## config.mk

```make
export PLATFORM = sky130hd
export DESIGN_NAME = usb_utm_rx_flat
export DESIGN_NICKNAME = d
export VERILOG_FILES = /design/src/rtl/usb_utm_rx_if.sv /design/src/rtl/usb_utm_rx.sv /design/src/flat_wrapper.sv
export SDC_FILE = /design/constraint.sdc
export NUM_CORES = 1
export LEC_CHECK = 0
export ABC_AREA = 1
export CAP_MARGIN = 20
export CORE_MARGIN = 3
export CORE_UTILIZATION = 35
export CTS_BUF_LIST = sky130_fd_sc_hd__clkbuf_4 sky130_fd_sc_hd__clkbuf_8
export CTS_CLUSTER_SIZE = 30
export DETAILED_ROUTE_END_ITERATION = 8
export MAX_ROUTING_LAYER = met4
export PLACE_DENSITY = 0.63
export SYNTH_ARGS = -nofsm -noshare
export SYNTH_HDL_FRONTEND = slang
export SYNTH_SLANG_ARGS = --single-unit
```

## constraint.sdc

```tcl
create_clock -name clk -period 2 [get_ports clk]
set_clock_uncertainty 0.15 [all_clocks]
set_input_delay 0.4 -clock clk [delete_from_list [all_inputs] [get_ports clk]]
set_output_delay 0.4 -clock clk [all_outputs]
set_load 0.03 [all_outputs]
```

## src/rtl/usb_utm_rx_if.sv

```systemverilog
`default_nettype none
// ============================================================================
// Module   : usb_utm_rx_if
// Purpose  : Bundles the full-speed line inputs and the UTMI receive outputs
//            of the UTM receiver.
//            master : the receiver (samples the line, drives the rx outputs)
//            slave  : the link/frontend side (drives the line, consumes rx)
// Signals  : dp_rx, dn_rx  - asynchronous D+/D- from the frontend
//            tx_oen        - transmitter owns the line, blocks reception
//            data_out      - received byte
//            rx_valid      - data_out valid, one-cycle pulse
//            rx_active     - packet in progress
//            rx_error      - receive error, one-cycle pulse
//            line_state    - synchronised {dn,dp}
// Revision : 1.0 - initial release
// ============================================================================
interface usb_utm_rx_if;
  typedef logic [7:0] bus8_t;

  logic       dp_rx;
  logic       dn_rx;
  logic       tx_oen;
  bus8_t      data_out;
  logic       rx_valid;
  logic       rx_active;
  logic       rx_error;
  logic [1:0] line_state;

  modport master (
    input  dp_rx, dn_rx, tx_oen,
    output data_out, rx_valid, rx_active, rx_error, line_state
  );

  modport slave (
    output dp_rx, dn_rx, tx_oen,
    input  data_out, rx_valid, rx_active, rx_error, line_state
  );
endinterface
`default_nettype wire

```

## src/rtl/usb_utm_rx.sv

```systemverilog
`default_nettype none
// ============================================================================
// Module   : usb_utm_rx
// Purpose  : UTM receive path. Synchronises D+/D-, recovers bit timing from
//            line transitions, NRZI-decodes, detects SYNC, removes stuffed
//            bits, assembles LSB-first bytes and detects EOP.
// Ports    : clk  - clock
//            rst  - synchronous active-high reset
//            bus  - usb_utm_rx_if.master (line inputs, tx_oen, rx outputs)
// Revision : 1.0 - initial release
// ============================================================================
module usb_utm_rx #(
  parameter int CLK_PER_BIT    = 4,
  parameter int STUFF_BITS_N   = 6,
  parameter int SYNC_MIN_ZEROS = 5
) (
  input  wire logic    clk,
  input  wire logic    rst,
  usb_utm_rx_if.master bus
);

  localparam int c_PH_W = $clog2(CLK_PER_BIT);
  localparam int c_ZC_W = $clog2(SYNC_MIN_ZEROS + 1);
  localparam int c_OC_W = $clog2(STUFF_BITS_N + 1);

  localparam logic [c_PH_W-1:0] c_SMP_PHASE = c_PH_W'(CLK_PER_BIT / 2 - 1);
  localparam logic [c_PH_W-1:0] c_PH_ONE    = c_PH_W'(1);
  localparam logic [c_ZC_W-1:0] c_ZC_MAX    = c_ZC_W'(SYNC_MIN_ZEROS);
  localparam logic [c_ZC_W-1:0] c_ZC_ONE    = c_ZC_W'(1);
  localparam logic [c_OC_W-1:0] c_OC_MAX    = c_OC_W'(STUFF_BITS_N);
  localparam logic [c_OC_W-1:0] c_OC_ONE    = c_OC_W'(1);

  typedef enum logic [2:0] {
    RX_IDLE_S  = 3'd0,
    RX_SYNC_S  = 3'd1,
    RX_DATA_S  = 3'd2,
    RX_EOP_S   = 3'd3,
    RX_ABORT_S = 3'd4
  } state_t;

  // Line synchroniser and bit-timing recovery
  logic              r_dp_s1, r_dn_s1;
  logic [1:0]        r_ls;
  logic [1:0]        r_prev_ls;
  logic [c_PH_W-1:0] r_phase;

  always_ff @(posedge clk) begin
    if (rst) begin
      r_dp_s1   <= 1'b0;
      r_dn_s1   <= 1'b0;
      r_ls      <= 2'b00;
      r_prev_ls <= 2'b00;
      r_phase   <= '0;
    end else begin
      r_dp_s1   <= bus.dp_rx;
      r_dn_s1   <= bus.dn_rx;
      r_ls      <= {r_dn_s1, r_dp_s1};
      r_prev_ls <= r_ls;
      // Every edge re-centres the sampling point; power-of-two wrap is free.
      r_phase   <= (r_ls != r_prev_ls) ? '0 : r_phase + c_PH_ONE;
    end
  end

  logic w_stb, w_se0, w_smp_k, w_bit;
  assign w_stb   = (r_phase == c_SMP_PHASE);
  assign w_se0   = (r_ls == 2'b00) || (r_ls == 2'b11);  // SE1 handled as SE0
  assign w_smp_k = (r_ls == 2'b10);

  // Receive FSM and datapath registers
  state_t            r_state, w_state_nx;
  logic              r_last_k, w_last_k_nx;      // previous J/K sample was K
  logic [c_ZC_W-1:0] r_zero_cnt, w_zero_nx;
  logic [c_OC_W-1:0] r_ones_cnt, w_ones_nx;
  logic [2:0]        r_bit_cnt, w_bit_nx;
  logic [6:0]        r_shift, w_shift_nx;        // bits collected so far, LSB first
  logic [7:0]        r_data, w_data_nx;
  logic              r_valid, w_valid_nx;
  logic              r_active, w_active_nx;
  logic              r_error, w_error_nx;
  logic [7:0]        w_byte;

  // NRZI: no line change across a bit cell decodes as 1.
  assign w_bit  = (w_smp_k == r_last_k);
  assign w_byte = {w_bit, r_shift};

  always_ff @(posedge clk) begin
    if (rst) begin
      r_state    <= RX_IDLE_S;
      r_last_k   <= 1'b0;
      r_zero_cnt <= '0;
      r_ones_cnt <= '0;
      r_bit_cnt  <= '0;
      r_shift    <= '0;
      r_data     <= '0;
      r_valid    <= 1'b0;
      r_active   <= 1'b0;
      r_error    <= 1'b0;
    end else begin
      r_state    <= w_state_nx;
      r_last_k   <= w_last_k_nx;
      r_zero_cnt <= w_zero_nx;
      r_ones_cnt <= w_ones_nx;
      r_bit_cnt  <= w_bit_nx;
      r_shift    <= w_shift_nx;
      r_data     <= w_data_nx;
      r_valid    <= w_valid_nx;
      r_active   <= w_active_nx;
      r_error    <= w_error_nx;
    end
  end

  always_comb begin
    w_state_nx  = r_state;
    w_last_k_nx = r_last_k;
    w_zero_nx   = r_zero_cnt;
    w_ones_nx   = r_ones_cnt;
    w_bit_nx    = r_bit_cnt;
    w_shift_nx  = r_shift;
    w_data_nx   = r_data;
    w_valid_nx  = 1'b0;
    w_error_nx  = 1'b0;
    w_active_nx = r_active;

    if (bus.tx_oen) begin
      // Pretending the last sample was K forces a fresh J-to-K before SYNC.
      w_state_nx  = RX_IDLE_S;
      w_active_nx = 1'b0;
      w_last_k_nx = 1'b1;
      w_zero_nx   = '0;
      w_ones_nx   = '0;
      w_bit_nx    = '0;
    end else if (w_stb) begin
      case (r_state)
        RX_IDLE_S: begin
          if (w_se0 || !w_smp_k) begin
            w_last_k_nx = 1'b0;
          end else if (!r_last_k) begin
            w_state_nx  = RX_SYNC_S;
            w_zero_nx   = c_ZC_ONE;
            w_last_k_nx = 1'b1;
          end
        end

        RX_SYNC_S: begin
          if (w_se0) begin
            w_state_nx  = RX_IDLE_S;
            w_last_k_nx = 1'b0;
          end else begin
            w_last_k_nx = w_smp_k;
            if (!w_bit) begin
              if (r_zero_cnt != c_ZC_MAX) w_zero_nx = r_zero_cnt + c_ZC_ONE;
            end else if (r_zero_cnt >= c_ZC_MAX) begin
              w_state_nx  = RX_DATA_S;
              w_active_nx = 1'b1;
              w_bit_nx    = '0;
              w_ones_nx   = '0;
            end else begin
              w_state_nx = RX_IDLE_S;
            end
          end
        end

        RX_DATA_S: begin
          if (w_se0) begin
            w_state_nx = RX_EOP_S;
            w_error_nx = (r_bit_cnt != 3'd0);
            w_bit_nx   = '0;
          end else begin
            w_last_k_nx = w_smp_k;
            if (r_ones_cnt == c_OC_MAX) begin
              // This cell must be the stuffed zero; it carries no data.
              if (w_bit) begin
                w_error_nx  = 1'b1;
                w_active_nx = 1'b0;
                w_state_nx  = RX_ABORT_S;
              end
              w_ones_nx = '0;
            end else begin
              w_shift_nx = w_byte[7:1];
              w_ones_nx  = w_bit ? r_ones_cnt + c_OC_ONE : '0;
              if (r_bit_cnt == 3'd7) begin
                w_data_nx  = w_byte;
                w_valid_nx = 1'b1;
                w_bit_nx   = '0;
              end else begin
                w_bit_nx = r_bit_cnt + 3'd1;
              end
            end
          end
        end

        RX_EOP_S: begin
          if (!w_se0) begin
            w_active_nx = 1'b0;
            if (w_smp_k) begin
              w_error_nx = 1'b1;
              w_state_nx = RX_ABORT_S;
            end else begin
              w_state_nx  = RX_IDLE_S;
              w_last_k_nx = 1'b0;
            end
          end
        end

        RX_ABORT_S: begin
          w_active_nx = 1'b0;
          if (!w_se0 && !w_smp_k) begin
            w_state_nx  = RX_IDLE_S;
            w_last_k_nx = 1'b0;
          end
        end

        default: w_state_nx = RX_IDLE_S;
      endcase
    end
  end

  assign bus.data_out   = r_data;
  assign bus.rx_valid   = r_valid;
  assign bus.rx_active  = r_active;
  assign bus.rx_error   = r_error;
  assign bus.line_state = r_ls;

endmodule
`default_nettype wire
```

## src/flat_wrapper.sv

```systemverilog
// flat-port wrapper written by rule: the top's interface ports become plain ports
module usb_utm_rx_flat 
#(
  parameter int CLK_PER_BIT    = 4,
  parameter int STUFF_BITS_N   = 6,
  parameter int SYNC_MIN_ZEROS = 5
)
  (clk, rst, bus_dp_rx, bus_dn_rx, bus_tx_oen, bus_data_out, bus_rx_valid, bus_rx_active, bus_rx_error, bus_line_state);
  usb_utm_rx_if bus_i ();
  input  wire logic clk;
  input  wire logic rst;
  input wire logic [$bits(bus_i.dp_rx)-1:0] bus_dp_rx;
  input wire logic [$bits(bus_i.dn_rx)-1:0] bus_dn_rx;
  input wire logic [$bits(bus_i.tx_oen)-1:0] bus_tx_oen;
  output wire logic [$bits(bus_i.data_out)-1:0] bus_data_out;
  output wire logic [$bits(bus_i.rx_valid)-1:0] bus_rx_valid;
  output wire logic [$bits(bus_i.rx_active)-1:0] bus_rx_active;
  output wire logic [$bits(bus_i.rx_error)-1:0] bus_rx_error;
  output wire logic [$bits(bus_i.line_state)-1:0] bus_line_state;
  assign bus_i.dp_rx = bus_dp_rx;
  assign bus_i.dn_rx = bus_dn_rx;
  assign bus_i.tx_oen = bus_tx_oen;
  assign bus_data_out = bus_i.data_out;
  assign bus_rx_valid = bus_i.rx_valid;
  assign bus_rx_active = bus_i.rx_active;
  assign bus_rx_error = bus_i.rx_error;
  assign bus_line_state = bus_i.line_state;
  usb_utm_rx #(.CLK_PER_BIT(CLK_PER_BIT), .STUFF_BITS_N(STUFF_BITS_N), .SYNC_MIN_ZEROS(SYNC_MIN_ZEROS)) u_core (.clk(clk), .rst(rst), .bus(bus_i));
endmodule
```

==> impl_metrics.py <==
metrics = {
    "worst_setup_path": {
        "r2r_start": "u_core.bus.line_state[0]",
        "start_kind": "flip-flop",
        "cp_top_family": "buffers and inverters",
        "r2r_slack_ns": 0.17,
        "worstPathCellList": "clkdlybuf4s50_1",
        "cp-startpoint": "u_core.bus.data_out[3]",
        "worstPathMaxFanout": 2,
        "slowest_stage": "clkdlybuf4s50_1",
        "cp.depth": 1,
        "max_stage_delay_ns": 0.67,
        "cp-end-kind": "output port",
        "arrival_ns": 1.31,
        "cp.required_ns": 1.45,
        "crit_buf_inv": 1,
        "worst-r2r-cell-count": 9,
        "critical_path_class": "reg -> out",
    },
    "timing": {
        "max_freq_ghz": 0.538,
        "layout_min_cycle_time_ns": 1.86,
        "finalSetupViolCount": 0,
        "hold_viol_final": 0,
        "tightestPinTransition_ns": 0.454,
        "fin_tns_setup_ns": 0,
        "finalMaxSlewViolations": 0,
        "period_share_pct": 93.0,
        "grt_setup_unrepaired": "no",
        "max_slew_margin_pct": 69.7,
    },
    "route": {
        "via_per_inst": 4.60,
        "drc": 0,
        "vias": 1771,
        "ant_nets": 0,
        "wire_per_inst_um": 10.7,
        "wl_um": 4120,
        "drt_iter0_drc": 96,
        "dr.pass1.iters": 4,
    },
    "clock_network": {
        "htreeDepth": 2,
        "clock_path_buffers": 2,
        "cts_sinks": 39,
        "hold_buffers": 0,
        "clkTransAtPathRegs_ns": 0.08,
        "cts_tree": "yes",
        "cts_buffers": 5,
        "clockRootBuffer": "clkbuf_8",
        "clock_latency_ns": 0.29,
    },
    "synth": {
        "synth_cell_type_count": 26,
        "syn_area_um2": 1980,
        "async_flop_share_pct": 0,
        "synth_warnings": 0,
        "syn-num-nets": 298,
        "ys_seq_area_share_pct": 39.4,
        "synthCells": 282,
        "synth_flop_cell": "dfxtp_1",
        "ys_seq_elements": 39,
        "synth.avg_cell_area_um2": 7.03,
        "synth_edf_count": 0,
        "yosys.area.top_type": "dfxtp_1",
        "synth_area_leaders": "dfxtp_1 (39%), nand2_1 (12%), nor2_1 (9.8%)",
        "yosysTopAreaCellShare_pct": 39.4,
    },
    "cells_and_area": {
        "nNetsFinal": 330,
        "finish.utilization_pct": 45.9,
        "drive_above_1_share_pct": 11.4,
        "num_antenna_cells": 0,
        "areaGrowthSynthToFinish_pct": 22.8,
        "mostFrequentLayoutCell": "nand2_1",
        "postLayoutCellArea_um2": 2440,
        "nFillCells": 538,
        "final_cell_mix": "nand2_1 (61), nor2_1 (51), dfxtp_1 (39)",
    },
    "min_path": {
        "min_path_type": "reg -> reg",
        "worstHoldStart": "u_core.r_dn_s1",
        "hold_depth": 2,
    },
    "place": {
        "gp_congestion": 0.937,
        "hpwlAfterDp_um": 3130,
        "numPortBuffers": 17,
        "place_area_um2": 2300,
    },
    "global_routing": {
        "grt_pass1_vias": 1583,
        "grt_usage_pct": 14.2,
        "grt_max_degree": 16,
        "grt_pass1_wl_um": 7060,
        "grt_overflow": 0,
        "grt_antenna_before_repair": 0,
    },
    "floorplan": {
        "die_area_um2": 6610,
        "die_w_um": 81.3,
        "core_area_um2": 5300,
        "rows": 26,
        "initial_core_util_pct": 37.4,
        "dieHeight_um": 81.3,
        "ios": 18,
    },
    "power_and_ir_drop": {
        "power_leakage_nw": 1.06,
        "powerDensity_nw_per_um2": 648,
        "finalPower_mw": 1.58,
        "max-vdd-ir-drop_mv": 0.386,
    },
    "status": {
        "status": "complete, no violations",
    },
    "job": {
        "cap_violations": 0,
    },
}
[sequential cells by signal, summed over array words and instances, names as in the netlist]
| signal | count |
|---|---|
| u_core.bus.data_out | 8 |
| u_core.r_shift | 7 |
| u_core.r_bit_cnt | 3 |
| u_core.r_ones_cnt | 3 |
| u_core.r_state | 3 |
| u_core.r_zero_cnt | 3 |
| u_core.bus.line_state | 2 |
| u_core.r_phase | 2 |
| u_core.r_prev_ls | 2 |
| u_core.bus.rx_active | 1 |
| u_core.bus.rx_error | 1 |
| u_core.bus.rx_valid | 1 |
| u_core.r_dn_s1 | 1 |
| u_core.r_dp_s1 | 1 |
| u_core.r_last_k | 1 |
[tightest hold or removal path: stages (launching register included)]
cell and delay [ns]:
dfxtp_1 0.30, inv_1 0.04, nor2_1 0.03
[per-layer routing]
| layer | vias to the layer above | share of wire [%] | GRT usage [%] |
|---|---|---|---|
| met2 | 25 | 45 | 21.0 |
| met1 | 782 | 50 | 18.6 |
| met5 | - | 0 | - |
| met3 | 7 | 3.3 | 3.33 |
| met4 | 0 | 1.7 | 5.57 |
| li1 | 957 | - | - |
[logic make-up (layout without fill, tap and decap cells)]
kind of cell | count (synthesis) | after routing | synth area share (%)
buffers and inverters | 41 | 74 | 7.89
AOI/OAI and AO/OA | 36 | 36 | 9.72
and+or+nand+nor | 153 | 153 | 35.2
xor gates and xnor gates | 2 | 2 | 0.883
DFF | 39 | 39 | 39.4
adders and majority gates | 11 | 11 | 6.94
[report_power, final]
group | switching [mW] | internal [mW]
registers | 0.00622 | 0.788
logic | 0.0818 | 0.0488
clock network | 0.282 | 0.371
[path summary, 6_finish.rpt]
| check | end |
|---|---|
| worst max-delay path | bus_data_out[3] |
| worst min register to register | u_core.bus.line_state[1] |
| worst max register to register | u_core.bus.rx_active |
| worst min-delay path | u_core.bus.line_state[1] |
[stage by stage]
stage | cells | hold WS (ns) | setup WS [ns]
3_5_place_dp | 376 | 0.254 | 0.0411
4_1_cts | 384 | 0.261 | 0.00597
3_3_place_gp | 376 | 0.249 | 0.0648
5_1_grt | 385 | 0.265 | 0.00123
6_report | 385 | 0.253 | 0.141
2_1_floorplan | 282 | 0.238 | 0.00809
[what timing repair did]
action / in CTS / in global routing
buffers inserted: 0 / 1
resized for setup: 0 / 4
endpoints found under the setup margin: 0 / 7
[synth_stat cells (2+ instances only)]
master	count
a21oi_1	16
a21oi_2	2
a31oi_1	2
clkbuf_1	2
clkinv_2	2
dfxtp_1	39
ha_1	11
inv_1	35
inv_2	2
nand2_1	61
nand3_1	22
nand3_4	2
nand3b_1	2
nand4_1	2
nor2_1	52
nor2_2	2
nor2_4	3
nor3_1	3
o21ai_0	13
o21ai_1	2
xnor2_1	2
[area by class of cell]
class                   count  area, um2  area share (%)
inverters                  39        149            6.11
clock buffers               5       68.8            2.82
clock inverters             3       43.8            1.80
repair buffers             27        250            10.3
well taps                  70       87.6            3.60
multi-input cells         202       1060            43.3
flip-flops and latches     39        781            32.0
(Power assumes the default switching activity.)
